### src/rtl/spi_rx_pkg.sv
// Shared types and default geometry for the camera-link pixel receiver.
package spi_rx_pkg;

  typedef enum logic [1:0] {IDLE, RECV, HOLD} rx_state_t;

  localparam int DEFAULT_DATA_WIDTH = 8;
  localparam int DEFAULT_LINES      = 4;
  localparam int DEFAULT_H_PIXELS   = 160;
  localparam int DEFAULT_V_PIXELS   = 90;

endpackage

### src/rtl/pin_synchronizer.sv
// Two-flop synchronizer for asynchronous pins, with a per-bit reset value.
module pin_synchronizer #(
  parameter int               WIDTH   = 1,
  parameter logic [WIDTH-1:0] RST_VAL = '0
) (
  input  logic             i_clk,
  input  logic             i_rst,
  input  logic [WIDTH-1:0] i_async,
  output logic [WIDTH-1:0] o_sync
);

  logic [WIDTH-1:0] r_meta;
  logic [WIDTH-1:0] r_sync;

  always_ff @(posedge i_clk) begin
    if (i_rst) begin
      r_meta <= RST_VAL;
      r_sync <= RST_VAL;
    end else begin
      r_meta <= i_async;
      r_sync <= r_meta;
    end
  end

  assign o_sync = r_sync;

endmodule

### src/rtl/spi_pixel_receiver.sv
// Rebuilds pixels from the 4-line camera link and tags each with its
// (hcount, vcount) position in the decimated frame.
module spi_pixel_receiver
  import spi_rx_pkg::*;
#(
  parameter int DATA_WIDTH = DEFAULT_DATA_WIDTH,
  parameter int LINES      = DEFAULT_LINES,
  parameter int H_PIXELS   = DEFAULT_H_PIXELS,
  parameter int V_PIXELS   = DEFAULT_V_PIXELS
) (
  input  logic                        clk_in,
  input  logic                        rst_in,
  input  logic [LINES-1:0]            chip_data_in,
  input  logic                        chip_clk_in,
  input  logic                        chip_sel_in,
  input  logic                        frame_end_in,
  output logic [DATA_WIDTH-1:0]       pixel_out,
  output logic                        valid_out,
  output logic [$clog2(H_PIXELS)-1:0] hcount_out,
  output logic [$clog2(V_PIXELS)-1:0] vcount_out,
  output logic                        frame_done_out,
  output logic                        sync_err_out
);

  localparam int BEATS = DATA_WIDTH / LINES;
  localparam int HW    = $clog2(H_PIXELS);
  localparam int VW    = $clog2(V_PIXELS);
  localparam int BW    = $clog2(BEATS + 1);

  logic [2:0]            w_ctl_sync;
  logic [LINES-1:0]      w_data_sync;
  logic [2:0]            r_ctl_prev;
  logic                  r_cs_fall, r_cs_rise, r_dclk_rise, r_fe_rise;
  logic [LINES-1:0]      r_data_p;
  rx_state_t             r_state, w_state_next;
  logic [BW-1:0]         r_beat_cnt;
  logic                  w_shift_en, w_emit, w_abort, w_hold_err;
  logic [DATA_WIDTH-1:0] w_shifted;
  logic [HW-1:0]         r_hcount;
  logic [VW-1:0]         r_vcount;
  logic                  r_last_at_end;
  logic                  w_at_end, w_end_ok;

  // Control bits {cs, dclk, frame_end}; cs idles high.
  pin_synchronizer #(.WIDTH(3), .RST_VAL(3'b100)) u_ctl_sync (
    .i_clk   (clk_in),
    .i_rst   (rst_in),
    .i_async ({chip_sel_in, chip_clk_in, frame_end_in}),
    .o_sync  (w_ctl_sync)
  );

  pin_synchronizer #(.WIDTH(LINES), .RST_VAL('0)) u_data_sync (
    .i_clk   (clk_in),
    .i_rst   (rst_in),
    .i_async (chip_data_in),
    .o_sync  (w_data_sync)
  );

  // Edge-detect stage: registered pulses, data delayed to stay aligned.
  always_ff @(posedge clk_in) begin
    if (rst_in) begin
      r_ctl_prev  <= 3'b100;
      r_cs_fall   <= 1'b0;
      r_cs_rise   <= 1'b0;
      r_dclk_rise <= 1'b0;
      r_fe_rise   <= 1'b0;
    end else begin
      r_ctl_prev  <= w_ctl_sync;
      r_cs_fall   <= ~w_ctl_sync[2] &  r_ctl_prev[2];
      r_cs_rise   <=  w_ctl_sync[2] & ~r_ctl_prev[2];
      r_dclk_rise <=  w_ctl_sync[1] & ~r_ctl_prev[1];
      r_fe_rise   <=  w_ctl_sync[0] & ~r_ctl_prev[0];
    end
  end

  always_ff @(posedge clk_in) begin
    r_data_p <= w_data_sync;
  end

  if (BEATS > 1) begin : g_multi
    logic [DATA_WIDTH-LINES-1:0] r_shift;
    always_ff @(posedge clk_in) begin
      if (w_shift_en) r_shift <= w_shifted[DATA_WIDTH-LINES-1:0];
    end
    assign w_shifted = {r_shift, r_data_p};
  end else begin : g_single
    assign w_shifted = r_data_p;
  end

  always_comb begin
    w_state_next = r_state;
    w_shift_en   = 1'b0;
    w_emit       = 1'b0;
    w_abort      = 1'b0;
    w_hold_err   = 1'b0;
    case (r_state)
      IDLE: if (r_cs_fall) w_state_next = RECV;
      RECV: begin
        if (r_dclk_rise) begin
          w_shift_en = 1'b1;
          if (r_beat_cnt == BW'(BEATS - 1)) begin
            w_emit       = 1'b1;
            w_state_next = r_cs_rise ? IDLE : HOLD;
          end
        end
        if (r_cs_rise && !w_emit) begin
          w_abort      = 1'b1;
          w_state_next = IDLE;
        end
      end
      HOLD: begin
        w_hold_err = r_dclk_rise;
        if (r_cs_rise) w_state_next = IDLE;
      end
      default: w_state_next = IDLE;
    endcase
  end

  assign w_at_end = (r_hcount == HW'(H_PIXELS - 1)) && (r_vcount == VW'(V_PIXELS - 1));
  // A pixel emitted alongside frame end counts as the frame's last pixel.
  assign w_end_ok = w_emit ? w_at_end : r_last_at_end;

  // Output stage: FSM state, counters, pixel beat, framing flags.
  always_ff @(posedge clk_in) begin
    if (rst_in) begin
      r_state        <= IDLE;
      r_beat_cnt     <= '0;
      r_hcount       <= '0;
      r_vcount       <= '0;
      r_last_at_end  <= 1'b0;
      pixel_out      <= '0;
      valid_out      <= 1'b0;
      hcount_out     <= '0;
      vcount_out     <= '0;
      frame_done_out <= 1'b0;
      sync_err_out   <= 1'b0;
    end else begin
      r_state        <= w_state_next;
      valid_out      <= w_emit;
      frame_done_out <= r_fe_rise;
      if (w_state_next != RECV) r_beat_cnt <= '0;
      else if (w_shift_en)      r_beat_cnt <= r_beat_cnt + 1'b1;
      if (w_emit) begin
        pixel_out  <= w_shifted;
        hcount_out <= r_hcount;
        vcount_out <= r_vcount;
      end
      if (r_fe_rise) begin
        r_hcount      <= '0;
        r_vcount      <= '0;
        r_last_at_end <= 1'b0;
      end else if (w_emit) begin
        r_last_at_end <= w_at_end;
        if (r_hcount == HW'(H_PIXELS - 1)) begin
          r_hcount <= '0;
          r_vcount <= (r_vcount == VW'(V_PIXELS - 1)) ? '0 : r_vcount + 1'b1;
        end else begin
          r_hcount <= r_hcount + 1'b1;
        end
      end
      if (w_abort || w_hold_err || (r_fe_rise && !w_end_ok)) sync_err_out <= 1'b1;
    end
  end

endmodule

### config.mk
export PLATFORM = sky130hd
export DESIGN_NAME = spi_pixel_receiver
export DESIGN_NICKNAME = d
export VERILOG_FILES = /design/src/rtl/spi_rx_pkg.sv /design/src/rtl/pin_synchronizer.sv /design/src/rtl/spi_pixel_receiver.sv
export SDC_FILE = /design/constraint.sdc
export NUM_CORES = 1
export LEC_CHECK = 0
export CAP_MARGIN = 10
export CORE_MARGIN = 2
export CORE_UTILIZATION = 30
export CTS_CLUSTER_DIAMETER = 150
export DETAILED_ROUTE_END_ITERATION = 16
export PLACE_DENSITY = 0.47
export SKIP_CTS_REPAIR_TIMING = 1
export SYNTH_ARGS = -nofsm -noshare
export SYNTH_HDL_FRONTEND = slang
export SYNTH_SLANG_ARGS = --single-unit
export TNS_END_PERCENT = 100
### constraint.sdc
create_clock -name clk_in -period 2.3 [get_ports clk_in]
set_clock_uncertainty 0.1 [all_clocks]
set_input_delay 0.46 -clock clk_in [delete_from_list [all_inputs] [get_ports clk_in]]
set_output_delay 0.46 -clock clk_in [all_outputs]
set_load 0.01 [all_outputs]
==> reports/qor.tcl <==
set qor(status) {complete, no violations}
set qor(cts_root_buf) {clkbuf_8}
set qor(chipWidth_um) 97.6
set qor(synth_area_leader_cell) {dfxtp_1}
set qor(worstMarginPinSlew_ps) 532
set qor(grt_pass1_vias) 1797
set qor(finish.net_count) 330
set qor(critical-path-top-delay-family) {simple AND/OR/NAND/NOR gates}
set qor(powerDensity_mw_per_mm2) 687
set qor(holdPathEnd) {r_data_p[1]}
set qor(timing.hold.worst_path_depth) 0
set qor(clkSlewWorstSetupHoldPaths_ps) 70
set qor(criticalPathCategory) {reg -> reg}
set qor(setup-tns-final_ps) 0
set qor(synth-seq-area-share_pct) 58.7
set qor(row_count) 34
set qor(post-place-cells) 414
set qor(start_util_pct) 30.6
set qor(postSynthNetCount) 289
set qor(clock_tree.htree_level_count) 3
set qor(cts_tree) {built}
set qor(r2r_start) {r_hcount[0]}
set qor(layout.filler_cells) 892
set qor(final.period_utilization_pct) 82.3
set qor(synth.avg_cell_area_sq_um) 9.52
set qor(endpoint_kind) {flop}
set qor(worst_hold_startpoint) {u_data_sync.o_sync[1]}
set qor(grt_max_degree) 28
set qor(die_area_sq_mm) 0.00952
set qor(drc) 0
set qor(timing.critical_path.from_type) {flop}
set qor(clk_latency_ps) 350
set qor(r2r.worst_path.cells) 5
set qor(grt_first_pass_wirelength_um) 8560
set qor(drtIter0Drc) 38
set qor(worst_slack_ps) 408
set qor(grt.total_usage_pct) 11.2
set qor(number_of_antenna_violations_at_the_first_check_in_global_routing) 0
set qor(cts_inserted_buffers) 9
set qor(slowest_delay_ps) 490
set qor(commonest_non_fill_non_tap_cell_in_the_layout) {dfxtp_1}
set qor(detailedPlacementHpwl_um) 3430
set qor(timing.critical_path.cells) {ha_1, and3_1, nand4_1, or4_1, a21oi_1}
set qor(yosysWarnings) 0
set qor(arrival_ps) 2070
set qor(finish.cell_count_without_fillers) 430
set qor(maxCapViolations) 0
set qor(num_antenna_cells) 0
set qor(timing.critical_path.buf_inv) 0
set qor(top_library_cells_by_usage_in_the_layout_fill_and_taps_aside) {dfxtp_1 (71), nand2_1 (61), clkdlybuf4s50_1 (34)}
set qor(synth-seq-cells) 75
set qor(finalHoldViolations) 0
set qor(final_max_slew_viol_count) 0
set qor(critical_path_peak_fanout) 5
set qor(placement.io_buffers) 34
set qor(proportion_of_layout_cells_with_a_drive_suffix_above_1_pct) 10.2
set qor(area_growth_syn_to_layout_pct) 24.9
set qor(die_ht_um) 97.6
set qor(pre_cts_slack_ps) 378
set qor(p_leak_uw) 0.00112
set qor(multi_input_logic_area_sq_mm) 0.00101
set qor(firstDrtPassIters) 4
set qor(syn-cell-area_sq_mm) 0.00263
set qor(vdd_ir_drop_max_uv) 315
set qor(worstPathRequired_ps) 2480
set qor(syn_inst) 276
set qor(setup_viol) 0
set qor(synthDominantCellAreaShare_pct) 54.1
set qor(final.min_clock_period_ps) 1890
set qor(grt_overflow_total) 0
set qor(hold_path.class) {reg -> reg}
set qor(cts_num_sinks) 75
set qor(avgRoutedWirePerCell_um) 11.4
set qor(setup_repair_after_global_routing_missed_its_margin) {false}
set qor(place.gp.congestion) 0.757
set qor(area.sequential_sq_mm) 0.00154
set qor(core_sq_mm) 0.00859
set qor(critPathSlowestCell) {or4_1}
set qor(register_to_register_setup_slack_ps) 410
set qor(num_vias) 1899
set qor(via_per_inst) 4.42
set qor(detail_route.wirelength_um) 4910
set qor(regToRegEndpoint) {r_vcount[5]}
set qor(netlist_top_cells_area) {dfxtp_1 (54%), nand2_1 (8.7%), a21oi_1 (5.3%)}
set qor(clock.fmax_mhz) 528
set qor(design.portCount) 35
set qor(slew_headroom_pct) 64.4
set qor(antenna_left) 0
set qor(cts_max_path_buffers) 2
set qor(synthDistinctLibCells) 37
-- how the worst max path moves through the flow --
stage                        startpoint           to  slack [ps]  cells past startpoint
after global routing      r_beat_cnt[0]  r_vcount[4]         250                      5
after CTS                   r_hcount[0]  r_vcount[0]         420                      5
after detailed placement         rst_in  r_hcount[3]         380                      5
final                       r_hcount[0]  r_vcount[5]         410                      5
after floorplan             r_hcount[0]  r_vcount[5]         640                      5
after global placement           rst_in  r_hcount[5]         410                      5
-- through the flow --
| stage | util (%) | hold WS, ps | power (uW) | area [sq um] |
|---|---|---|---|---|
| 2_1_floorplan | - | 210 | 1390 | 2630 |
| 3_3_place_gp | 36.2 | 210 | 1420 | 3110 |
| 3_5_place_dp | 36.2 | 214 | 1420 | 3110 |
| 4_1_cts | 38.2 | 234 | 2300 | 3280 |
| 5_1_grt | 38.2 | 244 | 2370 | 3280 |
| 6_report | 38.2 | 230 | 2250 | 3280 |
-- per-layer routing --
layer	vias up	routed length (um)	global-route usage [%]
met2	30	2300	17.7
met5	-	0	0
met3	4	179	3.88
met4	0	45	4.81
li1	996	-	-
met1	869	2380	13.9
-- worst reg2reg max path, cell delays in order, from the launching register on --
cell     delay [ps]
dfxtp_1         400
ha_1            260
and3_1          280
nand4_1         150
or4_1           490
a21oi_1         150
-- logic make-up (layout without fill, tap and decap cells) --
kind of cell    Yosys count  count (layout)  share of synthesized area [%]
xor+xnor                 12              12                           4.00
buf+inv                  17              63                           2.72
fa+ha+maj                 4               4                           1.91
flops                    75              75                           58.7
simple gates            131             131                           24.8
compound gates           36              36                           7.48
mux                       1               1                          0.381
-- Yosys cell counts --
cell	n
nand2b_1	1
nor2_1	19
nor4_2	1
o21ai_2	1
nand4_2	1
or2_2	5
nor3b_2	1
o211ai_1	1
nand2_1	61
a211oi_1	3
xor2_1	3
dfxtp_1	71
and3_1	1
nor3_1	2
o31ai_1	1
nand4b_1	1
nand4_1	5
nand3_1	3
nor2b_1	17
edfxtp_1	4
a21oi_1	28
or4_1	2
ha_1	4
inv_1	5
or3_1	1
mux2i_1	1
o21ai_0	2
and2_1	1
clkbuf_1	6
and4b_1	1
or3b_2	1
nor3b_1	1
xnor2_1	9
nor4_1	4
nand4bb_1	1
or3b_1	1
buf_2	6
-- flip-flops by register name, indices dropped and copies added, names as in the netlist, 7 cells and up --
signal,count
vcount_out,7
r_hcount,8
r_vcount,7
hcount_out,8
pixel_out,8
-- cell type report --
class | count | share of cell area, %
repair buffers | 42 | 12.2
clock inverters | 6 | 1.30
multi-input cells | 184 | 30.9
inverters | 5 | 0.572
well taps | 108 | 4.12
flip-flops and latches | 75 | 47.0
clock buffers | 10 | 3.89
-- report_power, final --
group / total (uW) / internal (uW) / switching (uW)
registers: 1330 / 1330 / 6.45
logic: 53.6 / 27.8 / 25.8
clock network: 867 / 391 / 476
total: 2250 / 1750 / 508
(Power assumes the default switching activity.)
